===== config.mk =====
export PLATFORM = sky130hd
export DESIGN_NAME = q_update_engine
export DESIGN_NICKNAME = d
export VERILOG_FILES = /design/src/rtl/q_update_engine.sv
export SDC_FILE = /design/constraint.sdc
export NUM_CORES = 1
export LEC_CHECK = 0
export CAP_MARGIN = 20
export CORE_MARGIN = 8
export CORE_UTILIZATION = 35
export DETAILED_ROUTE_END_ITERATION = 8
export GPL_ROUTABILITY_DRIVEN = 0
export PLACE_DENSITY = 0.54
export SKIP_CTS_REPAIR_TIMING = 1
export SYNTH_ARGS = -nofsm -noshare
export SYNTH_HDL_FRONTEND = slang
export SYNTH_SLANG_ARGS = --single-unit

===== constraint.sdc =====
create_clock -name clk -period 9.35 [get_ports clk]
set_clock_uncertainty 0.2 [all_clocks]
set_input_delay 1.87 -clock clk [delete_from_list [all_inputs] [get_ports clk]]
set_output_delay 1.87 -clock clk [all_outputs]
set_load 0.01 [all_outputs]

===== src/rtl/q_update_engine.sv =====
// Q-learning write-back engine. Takes an executed (state, action), its reward,
// the current Q(s,a) and max Q of the next state, and issues one Q-table write
// with Q' = Q + 2^-ALPHA_SHIFT * (R + GAMMA*Qmax_next - Q).
// Three-stage pipeline at one update per cycle. A request whose key matches an
// update still in flight is held off until that write has landed.
module q_update_engine #(
  parameter int          S_W         = 12,
  parameter int          FRAC        = 16,
  parameter logic [15:0] GAMMA       = 16'hE666,
  parameter int          ALPHA_SHIFT = 3
) (
  input  logic           clk,
  input  logic           rst,
  input  logic           learning,
  input  logic           in_valid,
  output logic           in_ready,
  input  logic [S_W-1:0] in_state,
  input  logic [1:0]     in_action,
  input  logic [31:0]    in_reward,
  input  logic [31:0]    in_q_sa,
  input  logic [31:0]    in_q_max_next,
  output logic           wr_en,
  output logic [S_W+1:0] wr_addr,
  output logic [31:0]    wr_data,
  output logic           sat_flag,
  output logic [31:0]    upd_cnt
);

  localparam int K_W = S_W + 2;

  // FRAC only names the shared fixed-point format; the datapath never needs it,
  // but an out-of-range value still indicates a broken instantiation.
  if (ALPHA_SHIFT < 0 || ALPHA_SHIFT > 15 || FRAC < 0 || FRAC > 31) begin : g_bad_param
    $error("q_update_engine: ALPHA_SHIFT must be 0..15 and FRAC 0..31");
  end

  logic [K_W-1:0] in_key;
  logic           xfer;

  // Stage 1: discounted next-state value plus the operands carried along.
  logic                  s1_valid_q;
  logic                  s1_learn_q;
  logic [K_W-1:0]        s1_key_q;
  logic [31:0]           s1_r_q;
  logic [31:0]           s1_q_q;
  logic [31:0]           s1_gq_q;
  logic [31:0]           gq_d;

  // Stage 2: temporal difference.
  logic                  s2_valid_q;
  logic                  s2_learn_q;
  logic [K_W-1:0]        s2_key_q;
  logic [31:0]           s2_q_q;
  logic signed [33:0]    s2_td_q;
  logic [33:0]           td_d;

  // Stage 3: output registers. s3_valid_q/s3_key_q keep discarded entries
  // visible to the hazard check even though they never drive wr_en.
  logic                  s3_valid_q;
  logic [K_W-1:0]        s3_key_q;
  logic                  wr_en_q;
  logic [K_W-1:0]        wr_addr_q;
  logic [31:0]           wr_data_q;
  logic                  sat_q;
  logic [31:0]           upd_cnt_q;
  logic [31:0]           wr_data_d;
  logic                  sat_d;
  logic                  write_d;

  logic signed [48:0]    gamma_ext;
  logic signed [48:0]    qmax_ext;
  logic signed [48:0]    prod;
  logic signed [33:0]    td_sh;
  logic [34:0]           upd_w;
  logic                  unused_prod_lsbs;

  assign in_key = {in_state, in_action};

  // Hold off a request whose key is still in flight anywhere in the pipe.
  always_comb begin
    // NOTE: every always_comb output gets a default first so no path can infer a latch.
    in_ready = 1'b1;
    if (in_valid && ((s1_valid_q && (s1_key_q == in_key)) ||
                     (s2_valid_q && (s2_key_q == in_key)) ||
                     (s3_valid_q && (s3_key_q == in_key)))) begin
      in_ready = 1'b0;
    end
  end

  assign xfer = in_valid & in_ready;

  // Stage 1 math: gq = floor(GAMMA * Qmax / 2^16), saturated to 32-bit signed.
  always_comb begin
    gamma_ext = {33'd0, GAMMA};
    qmax_ext  = {{17{in_q_max_next[31]}}, in_q_max_next};
    prod      = gamma_ext * qmax_ext;
    // Dropping the low 16 bits of a two's-complement value is a floor shift.
    if (prod[48] == prod[47]) begin
      gq_d = prod[47:16];
    end else if (prod[48]) begin
      gq_d = 32'h8000_0000;
    end else begin
      gq_d = 32'h7FFF_FFFF;
    end
  end

  assign unused_prod_lsbs = ^prod[15:0];

  // Stage 2 math: td = R + gq - Q in 34 bits, wide enough that it never wraps.
  always_comb begin
    td_d = {{2{s1_r_q[31]}}, s1_r_q} + {{2{s1_gq_q[31]}}, s1_gq_q} - {{2{s1_q_q[31]}}, s1_q_q};
  end

  // Stage 3 math: Q + floor(td / 2^ALPHA_SHIFT), clamped to 32-bit signed.
  always_comb begin
    td_sh     = s2_td_q >>> ALPHA_SHIFT;
    upd_w     = {{3{s2_q_q[31]}}, s2_q_q} + {td_sh[33], td_sh};
    wr_data_d = upd_w[31:0];
    sat_d     = 1'b0;
    if (!((upd_w[34:31] == 4'b0000) || (upd_w[34:31] == 4'b1111))) begin
      sat_d     = 1'b1;
      wr_data_d = upd_w[34] ? 32'h8000_0000 : 32'h7FFF_FFFF;
    end
  end

  assign write_d = s2_valid_q & s2_learn_q;

  // Control state: stage valids, write strobe, held write port and counter.
  always_ff @(posedge clk) begin
    // NOTE: sequential state is assigned with <= so every register samples pre-edge values.
    if (rst) begin
      s1_valid_q <= 1'b0;
      s2_valid_q <= 1'b0;
      s3_valid_q <= 1'b0;
      wr_en_q    <= 1'b0;
      wr_addr_q  <= '0;
      wr_data_q  <= '0;
      sat_q      <= 1'b0;
      upd_cnt_q  <= '0;
    end else begin
      s1_valid_q <= xfer;
      s2_valid_q <= s1_valid_q;
      s3_valid_q <= s2_valid_q;
      wr_en_q    <= write_d;
      sat_q      <= write_d & sat_d;
      if (write_d) begin
        wr_addr_q <= s2_key_q;
        wr_data_q <= wr_data_d;
        upd_cnt_q <= upd_cnt_q + 32'd1;
      end
    end
  end

  // Datapath payload registers, qualified by the stage valids above.
  always_ff @(posedge clk) begin
    // NOTE: payload registers are not reset; the stage valids make stale contents harmless.
    if (xfer) begin
      s1_learn_q <= learning;
      s1_key_q   <= in_key;
      s1_r_q     <= in_reward;
      s1_q_q     <= in_q_sa;
      s1_gq_q    <= gq_d;
    end
    s2_learn_q <= s1_learn_q;
    s2_key_q   <= s1_key_q;
    s2_q_q     <= s1_q_q;
    s2_td_q    <= td_d;
    s3_key_q   <= s2_key_q;
  end

  assign wr_en    = wr_en_q;
  assign wr_addr  = wr_addr_q;
  assign wr_data  = wr_data_q;
  assign sat_flag = sat_q;
  assign upd_cnt  = upd_cnt_q;

endmodule


# --- Word-level counts from Yosys, hierarchy flattened ---
# Cells that the tools add are included.
totals:
  regBits: 289
  inputBits: 114
  wordCells: 45
op_classes:
  n_addsub: 4
  multipliers: 1
  eq_ne: 5
  n_mux: 6
  n_bitwise: 3
  n_reduce_logical: 8
ops:
  columns: ["op", "count"]
  rows:
  - ["two-way mux 32 bit", 4]
  - ["multiplier 16 x 32 -> 48 bit (first input constant)", 1]
  - ["equality test 14 bit", 3]
  - ["subtractor 33 x 32 -> 34 bit", 1]
  - ["adder 32 x 31 -> 33 bit", 1]
  - ["adder 32 x 32 -> 33 bit", 1]
  - ["adder 32 x 1 -> 32 bit (second input constant)", 1]
  - ["equality test 4 bit (second input constant)", 1]
  - ["logical AND 1 bit", 4]
  - ["zero test 4 bit", 1]
  - ["bitwise AND 1 bit", 3]
  - ["logical OR 1 bit", 3]
  - ["two-way mux 1 bit", 2]
  - ["equality test 1 bit", 1]

# --- Depth between registers and ports, before layout ---
# Gate-level depths: netlist of the first run.
logic_depth:
  ltp_word: 7
  depth_mapped: 24
  ltp_nobuf: 23

# --- Least setup slack after synthesis of the first run ---
# Ideal clock, no wire load.
synth_path:
  path_kind: "in2reg"
  from: "input in_q_max_next[5]"
  to: "register s1_gq_q[13], data pin"
  setup_time_ps: 255
  t_arrival_ps: 7450
  required_ps: 8895
  slack_ps: 1446
  cell_stages: 23
  path_buffers: 2
  cell_sequence: "ha_1 -> fa_1 -> inv_1 -> fa_1 -> inv_1 -> fa_1 -> inv_1 -> fa_1 -> fa_1 -> inv_1 -> ha_1 -> buf_6 -> a211o_1 -> a21oi_2 -> nand2_1 -> a2111o_1 -> a31oi_2 -> o221ai_2 -> a41oi_2 -> xor2_2 -> and2_4 -> buf_6 -> o21ai_2"
synth_between:
  elab_chain_len: 3
  word_cells_on_any_way: 4
synth_rtl:
  columns: ["item", "line", "source"]
  rows:
  - ["start: declaration", "21", "input logic [31:0] in_q_max_next,"]
  - ["multiplier 16 x 32 -> 48 bit *", "96", "prod = gamma_ext * qmax_ext;"]
  - ["two-way mux 32 bit or equality test 1 bit (tied branches)", "100, 98", null]
  - ["two-way mux 32 bit *", "98", "if (prod[48] == prod[47]) begin"]
  - ["via gq_d[13]", "47", "logic [31:0] gq_d;"]
  - ["end signal: assignment", "162", "s1_gq_q <= gq_d;"]
  - ["end: declaration", "46", "logic [31:0] s1_gq_q;"]
# The timed path passes the listed nets; every way through them passes the cells marked *.
# A chain may end at the register's enable or synchronous reset.

# --- Worst setup path after layout of the first run ---
layout_path:
  from: "input in_q_max_next[9]"
  to: "register s1_gq_q[2], data pin"
# The elaborated chain is that of the path after synthesis.

==> results by group, run 1 <==
Synth
  • Mapped Nets: 2982
  • Post-synth EDFFs: 111
  • YS warnings: 0
  • Synthesized area per cell: 9.69 um^2
  • Async SR Flop Fraction: 0%
  • Seq/Total Area, Yosys: just under 30%
  • Primary FF master, synth: dfxtp_1
  • Seq cells post-synth: around 290
  • Netlist cell types: 80
  • Mapped Area: 0.0231 mm^2
  • Cells after synthesis: about 2400

Detailed routing
  • WL/cell: 16.8 um
  • Final wirelength: 58.1 mm
  • Pre-Repair DR Iteration Count: 5
  • Max layer used: met4
  • Met3 routed WL: 2.74 mm
  • Post-DRT Antenna Nets: 0
  • Wl on met1: 26.2 mm
  • Met2 Wirelength: 28.2 mm
  • Vias: 16452
  • Vias per cell: 4.75
  • DR DRC count: 0
  • Iter 0 DRT Violations: 824

Floorplanning
  • Die W: roughly 270 um
  • Die Y: 273 um
  • IO Count: roughly 200
  • Die area: 0.0746 mm^2
  • Initial Utilization: between 30% and 40%
  • Row Count: 94
  • CORE AREA: 0.0656 mm^2

STA
  • Final setup vio count: 0
  • Fin crit share: 91.1%
  • Final min period: 8520 ps
  • Final hold viol count: 0
  • Slew headroom: about two fifths
  • Slew Limit Fails: 0
  • Post-Route Setup TNS: 0 ps
  • Slew @ Worst Pin: 894 ps
  • Fmax: between 100 and 150 MHz
  • Unrepaired setup endpoints after global routing: no

Setup path
  • CP endpoint: s1_gq_q[2]
  • Critical path buffer and inverter count: 5
  • Slowest cell on the critical path: fa_1
  • Crit path DAT: 8630 ps
  • Worst Reg2Reg Path Length in Cells: 13
  • Crit-path max cell delay: 540 ps
  • Crit path required time: 9460 ps
  • CP Launch Point: in_q_max_next[9]
  • Worst path depth: 22
  • Max Fanout on Critical Path: 31
  • CP cell instances: clkdlybuf4s50_1 > ha_1 > fa_1 > inv_1 > fa_1 > inv_1 > fa_1 > inv_1 > fa_1 > fa_1 > inv_1 > ha_1 > a211o_1 > a21oi_1 > nand2_1 > a2111o_1 > a31oi_2 > o221ai_2 > a41oi_2 > xor2_2 > and2_4 > o21ai_0
  • Crit. End Element: flip-flop
  • CP most frequent cell: fa_1
  • Reg-to-reg endpoint: s2_td_q[32]
  • Critical path type: primary input to flip-flop
  • Startpoint Class: primary input
  • Reg-to-reg slack, setup: 5330 ps
  • CP delay by family, top: adder cells
  • RR Startpoint: s1_q_q[3]

Placed design
  • IO buf count: 194
  • DP Wirelength: 49.5 mm
  • Placement Cell Area: 0.0261 mm^2
  • Placed insts: 3408

Global routing
  • Grt ovf: 0
  • First-pass GRT wire length: between 90 and 100 mm
  • Pin count of the biggest net entering global routing: 83
  • Total track usage: between 10% and 20%
  • Vias in the first global route: about 17000
  • Initial antenna violation count: 1

Final layout
  • Antenna cell count: 0
  • Finished Layout Cells: roughly 3500
  • P&R area growth vs syn: 17.2%
  • Finished Cell Area: 0.0271 mm^2
  • Nets: between 3000 and 4000
  • Layout cells sized above 1: 3.92%
  • Layout fillers: 6504

Clock network
  • Clk slew on worst S/H paths: 60 ps
  • CTS tree: built
  • Total clock sinks: 286
  • CTS Buf Count: 30
  • CTS Root Cell: clkbuf_16
  • Clk buf depth: 3
  • H-tree levels: 1
  • Worst-Skew Late Latency: approximately 590 ps

Outcome
  • Status: finished, final reports clean

Flow run
  • Maxcap violations: 0

Min path
  • Hold crit path type: flip-flop to flip-flop
-- layout make-up --
type	count	area, um^2	share of cell area [%]
clock buffers	47	923	3.40
clock inverters	9	97.6	0.360
inverters	552	2070	7.64
multi-input cells	1496	14000	51.7
flip-flops and latches	286	6840	25.2
well taps	864	1080	3.98
repair buffers	212	2100	7.76
-- registers in the layout (all words and copies together) (netlist names), 31 cells and up --
name / cells
s1_gq_q: 32
s1_q_q: 32
s1_r_q: 32
s2_q_q: 32
s2_td_q: 31
upd_cnt: 32
wr_data: 32
-- worst reg2reg max path, cell delays in order, from the launching register on --
cell and delay [ps]:
edfxtp_1 420, fa_1 520, inv_1 40, ha_1 210, or3_1 390, o221a_2 310, a32o_1 320, o2111ai_2 260
nand4_1 150, and3_4 220, a21o_1 210, o41a_1 380, a21oi_2 190, xnor2_1 130
-- cell usage in the layout (no fill, tap or decap), types with 25 or more instances in the layout --
| master | n |
|---|---|
| inv_1 | 551 |
| a21oi_1 | 160 |
| clkdlybuf4s50_1 | 193 |
| nand4_1 | 28 |
| nand3_1 | 32 |
| xnor2_1 | 109 |
| o21ai_0 | 95 |
| nor3_1 | 25 |
| edfxtp_1 | 111 |
| ha_1 | 242 |
| nand2_1 | 113 |
| xor2_1 | 51 |
| a21o_1 | 35 |
| fa_1 | 238 |
| clkbuf_16 | 32 |
| dfxtp_1 | 175 |
| nor2_1 | 116 |
| a211oi_1 | 37 |
-- worst min-delay path by stage --
stage,startpoint,end,depth (start not counted),slack [ps]
final,s1_learn_q,s2_learn_q,0,140
after global routing,s1_learn_q,s2_learn_q,0,150
after CTS,s1_learn_q,s2_learn_q,0,140
after detailed placement,s1_learn_q,s2_learn_q,0,130
after global placement,s1_learn_q,s2_learn_q,0,130
after floorplan,s1_learn_q,s2_learn_q,0,120
-- routing by layer --
layer	GRT usage [%]	vias up
met5	0	-
met4	2.97	0
met3	1.84	57
met2	26.7	325
met1	20.5	7955
li1	-	8115
-- cells by family (layout without fill, tap and decap cells) --
family,after synthesis,in the layout,synth area share (%)
adders and majority gates,482,482,33.8
DFF,286,286,29.5
muxes,8,8,0.351
AOI/OAI and AO/OA,447,447,12.1
and+or+nand+nor,397,397,8.09
buffers and inverters,606,820,10.0
xor gates and xnor gates,162,162,6.16
-- cell usage after synthesis, types with 5 or more instances --
| master | instances | share of area [%] |
|---|---|---|
| fa_1 | 238 | 21 |
| inv_1 | 551 | 8.9 |
| a21oi_1 | 161 | 3.5 |
| a211oi_1 | 37 | 1.2 |
| and2_1 | 9 | 0.24 |
| o211ai_1 | 12 | 0.39 |
| nand4_1 | 28 | 0.76 |
| o21ai_2 | 7 | 0.26 |
| nor2b_1 | 20 | 0.54 |
| dfxtp_1 | 175 | 15 |
| a21o_1 | 35 | 1.1 |
| o21ai_0 | 95 | 2.1 |
| o31ai_1 | 5 | 0.16 |
| xnor2_1 | 109 | 4.1 |
| o21a_1 | 20 | 0.65 |
| or3_1 | 11 | 0.30 |
| o22ai_1 | 5 | 0.14 |
| nor2_1 | 116 | 1.9 |
| o21bai_1 | 12 | 0.39 |
| edfxtp_1 | 111 | 14 |
| xor2_1 | 52 | 2.0 |
| clkbuf_1 | 43 | 0.70 |
| nor3_1 | 25 | 0.54 |
| nand3_1 | 32 | 0.69 |
| and3_1 | 10 | 0.27 |
| nand2b_1 | 12 | 0.32 |
| ha_1 | 242 | 13 |
| mux2i_1 | 7 | 0.30 |
| nand2_1 | 113 | 1.8 |
| a31oi_1 | 9 | 0.24 |
-- metrics by stage --
stage / hold WS, ps / utilization (%) / worst slack (ps)
5_1_grt: 147 / 41.3 / 537
2_1_floorplan: 123 / - / 1450
3_3_place_gp: 127 / 39.7 / 417
4_1_cts: 145 / 41.3 / 836
6_report: 143 / 41.3 / 830
3_5_place_dp: 130 / 39.7 / 199
Power of run 1 is left out: the tool's default activity adds up to more than one toggle a clock period on the data nets, which glitch-free logic cannot reach.
==> run 2, diff against run 1 <==
Settings changed: CORE_MARGIN 8 to not set.
==> results by group, run 2 (synthesis results as in run 1) <==
Floorplanning
  • Row Count: 93
  • Initial Utilization: 35.6%
  • Die area: 0.0672 mm^2
  • Die W: about 260 um
  • Die Y: about 260 um
  • CORE AREA: 0.0649 mm^2
  • IO Count: approximately 200

Placed design
  • Placed insts: 3394
  • Placement Cell Area: 0.0260 mm^2
  • DP Wirelength: about 48 mm
  • IO buf count: 194

Detailed routing
  • Met2 Wirelength: 27.6 mm
  • WL/cell: 16.5 um
  • Pre-Repair DR Iteration Count: 5
  • Met3 routed WL: 2.08 mm
  • Final wirelength: ~57 mm
  • Max layer used: met4
  • Iter 0 DRT Violations: between 900 and 1000
  • Vias per cell: ~4.7
  • Wl on met1: 26.3 mm
  • Vias: 16285
  • Post-DRT Antenna Nets: 0
  • DR DRC count: 0

Clock network
  • Total clock sinks: 286
  • CTS tree: built
  • Clk buf depth: 3
  • Worst-Skew Late Latency: 590 ps
  • H-tree levels: 1
  • CTS Buf Count: 29
  • Clk slew on worst S/H paths: approximately 60 ps
  • CTS Root Cell: clkbuf_16

Global routing
  • Vias in the first global route: about 17000
  • Total track usage: 17.0%
  • First-pass GRT wire length: 90.8 mm
  • Pin count of the biggest net entering global routing: just over 80
  • Initial antenna violation count: 3
  • Grt ovf: 0

Final layout
  • P&R area growth vs syn: 16.9%
  • Most common cell after layout, fill and taps aside: inv_1
  • Finished Layout Cells: ~3400
  • Nets: 3165
  • Most frequent cells in the layout: 551 x inv_1, 242 x ha_1, 238 x fa_1
  • Final core occ: 41.7%
  • Antenna cell count: 0
  • Layout cells sized above 1: around 3.5%
  • Finished Cell Area: 0.0271 mm^2

STA
  • Unrepaired setup endpoints after global routing: no
  • Fin crit share: 90.3%
  • Fmax: 118 MHz
  • Slew @ Worst Pin: 1040 ps
  • Final min period: approximately 8400 ps
  • Slew headroom: 30.9%
  • Post-Route Setup TNS: 0 ps
  • Final hold viol count: 0
  • Final setup vio count: 0
  • Slew Limit Fails: 0

Min path
  • Hold crit path type: flip-flop to flip-flop
  • Hold_sp: s1_learn_q

Flow run
  • Maxcap violations: 0

Setup path
  • Critical path type: primary input to flip-flop
  • Crit-path max cell delay: between 500 and 600 ps
  • Crit path DAT: 8550 ps
  • Max Fanout on Critical Path: 31
  • Slowest cell on the critical path: fa_1
  • CP cell instances: clkdlybuf4s50_1 > ha_1 > fa_1 > inv_1 > fa_1 > inv_1 > fa_1 > inv_1 > fa_1 > fa_1 > inv_1 > ha_1 > a211o_1 > a21oi_2 > nand2_1 > a2111o_1 > a31oi_2 > o221ai_2 > a41oi_2 > xor2_2 > and2_4 > o21ai_0
  • CP most frequent cell: fa_1
  • RR Startpoint: s1_q_q[3]
  • CP Launch Point: in_q_max_next[5]
  • Crit path required time: between 9000 and 10000 ps
  • Crit. End Element: flip-flop
  • Startpoint Class: primary input

Outcome
  • Status: finished, final reports clean
==> run 2: cell count changes in the layout (fill, tap and decap cells not counted), moves of 2 or more <==
cell	previous run	this run
clkbuf_1	6	8
clkbuf_8	6	3
buf_4	16	11
bufinv_16	1	3
==> run 2: per-layer routing <==
| layer | up-vias | GRT usage [%] |
|---|---|---|
| li1 | 8102 | - |
| met1 | 7791 | 22.9 |
| met2 | 332 | 29.6 |
| met3 | 60 | 1.57 |
| met4 | 0 | 3.58 |
| met5 | - | 0 |
==> run 2: worst paths after layout <==
path / depth (start not counted) / end / slack (ps)
hold / removal: 0 / s2_learn_q / 140
setup reg to reg: 13 / s2_td_q[32] / 5310
hold reg to reg: 0 / s2_learn_q / 140
setup / recovery: 22 / s1_gq_q[12] / 900
==> run 2: stage by stage <==
stage | setup WS (ps) | hold WS (ps)
final | 904 | 137
after global routing | 571 | 142
after CTS | 883 | 141
after detailed placement | 264 | 127
after global placement | 417 | 129
after floorplan | 1450 | 123
==> run 2: final cells by class <==
| class | count | area, um^2 |
|---|---|---|
| Fill cell | 6377 | 37900 |
| Multi-Input combinational cell | 1496 | 14000 |
| Sequential cell | 286 | 6840 |
| Inverter | 552 | 2070 |
| Timing Repair Buffer | 206 | 2050 |
| Tap cell | 855 | 1070 |
| Clock buffer | 44 | 877 |
| Clock inverter | 9 | 135 |
==> run 2: critical path, delay by kind of cell <==
family | cells | cell delay, ps
fa+ha+maj | 7 | 3430
compound gates | 7 | 1830
buf+inv | 5 | 740
simple gates | 2 | 470
xor+xnor | 1 | 190
Power of run 2 is left out for the same reason.
==> run 3, diff against run 2 <==
Settings changed: REMOVE_ABC_BUFFERS set to 1.
==> results by group, run 3 (synthesis results as in run 1) <==
Setup path
  • Crit path DAT: 8610 ps
  • CP cell instances: clkdlybuf4s50_1 > ha_1 > fa_1 > inv_1 > fa_1 > inv_1 > fa_1 > inv_1 > fa_1 > fa_1 > inv_1 > ha_1 > a211o_1 > a21oi_1 > nand2_1 > a2111o_1 > a31oi_2 > o221ai_2 > a41oi_2 > xor2_2 > and2_4 > o21ai_0
  • Crit. End Element: flip-flop
  • Crit path required time: 9460 ps
  • Max Fanout on Critical Path: 31
  • CP most frequent cell: fa_1
  • Slowest cell on the critical path: fa_1
  • Critical path type: primary input to flip-flop
  • Startpoint Class: primary input
  • Crit-path max cell delay: about 550 ps

Clock network
  • CTS tree: built
  • CTS Root Cell: clkbuf_16
  • Total clock sinks: 286
  • CTS Buf Count: 29
  • Clk buf depth: 3
  • Worst-Skew Late Latency: 590 ps
  • H-tree levels: 1
  • Clk slew on worst S/H paths: 60 ps

Global routing
  • Grt ovf: 0
  • Met3 Track Usage GR: 1.71%
  • Total track usage: approximately 17%
  • Vias in the first global route: 16872
  • Pin count of the biggest net entering global routing: 83
  • GRT Max-Usage Layer: met2
  • Met1 GRT Util: 22.1%
  • Initial antenna violation count: 3
  • Met2 Use GR: 29.7%
  • First-pass GRT wire length: 89.7 mm

Final layout
  • P&R area growth vs syn: 16.8%
  • Most common cell after layout, fill and taps aside: inv_1
  • Final core occ: around two fifths
  • Most frequent cells in the layout: 551 x inv_1, 242 x ha_1, 238 x fa_1
  • Nets: 3166
  • Layout cells sized above 1: 3.70%
  • Antenna cell count: 0

Min path
  • Hold crit path type: flip-flop to flip-flop

Placed design
  • IO buf count: 194
  • Place WS: around 220 ps
  • DP Wirelength: roughly 48 mm

STA
  • Post-Route Setup TNS: 0 ps
  • Slew Limit Fails: 0
  • Slew @ Worst Pin: 960 ps
  • Slew headroom: 36.0%
  • Fin crit share: 90.9%
  • Unrepaired setup endpoints after global routing: no
  • Final hold slack: 135 ps
  • Final setup vio count: 0
  • Final min period: 8500 ps
  • Setup WS post-layout: 851 ps
  • Fmax: 118 MHz
  • Final hold viol count: 0

Floorplanning
  • Die W: 259 um
  • Initial Utilization: around 36%
  • IO Count: 195
  • Die Y: 259 um
  • Die area: between 0.06 and 0.07 mm^2
  • CORE AREA: 0.0649 mm^2
  • Row Count: 93

Detailed routing
  • WL/cell: ~16 um
  • Vias per cell: roughly 4.7
  • Iter 0 DRT Violations: 848
  • Post-DRT Antenna Nets: 0
  • DR DRC count: 0
  • Final wirelength: around 56 mm
  • Pre-Repair DR Iteration Count: 5
  • Vias: 16337

Outcome
  • Status: finished, final reports clean

Flow run
  • Maxcap violations: 0
==> run 3: cell count changes in the layout (fill, tap and decap cells not counted), sizes merged <==
cell,delta
buf,+1
bufinv,+1
clkinvlp,+3
clkbuf,-5
inv,+2
==> run 3: cell type report <==
type,count,area [um^2]
fillers,6374,37900
multi-input cells,1496,14000
flip-flops and latches,286,6840
inverters,552,2070
repair buffers,207,2030
well taps,855,1070
clock buffers,39,806
clock inverters,15,206
==> run 3: final timing paths <==
check / endpoint / cells after the start / slack [ps] / from
worst max register to register: s2_td_q[32] / 13 / 5280 / s1_q_q[3]
worst max-delay path: s1_gq_q[5] / 22 / 850 / in_q_max_next[9]
worst min-delay path: s2_learn_q / 0 / 130 / s1_learn_q
worst min register to register: s2_learn_q / 0 / 130 / s1_learn_q
==> run 3: layer usage <==
layer / vias to the layer above / routed length [um]
li1: 8106 / -
met1: 7793 / 25500
met2: 358 / 27300
met3: 80 / 2270
met4: 0 / 1260
met5: - / 0
==> run 3: per-stage QoR <==
stage / area (um^2) / std cells
6_report: 27000 / 3450
5_1_grt: 27000 / 3450
4_1_cts: 27000 / 3450
3_5_place_dp: 26000 / 3396
3_3_place_gp: 26000 / 3396
2_1_floorplan: 22900 / 2334
==> run 3: worst max-delay path: cells and delay by family <==
family	cells	cell delay, ps
xor+xnor	1	190
compound gates	7	1870
fa+ha+maj	7	3420
buf+inv	5	750
simple gates	2	480
Power of run 3 is left out for the same reason.
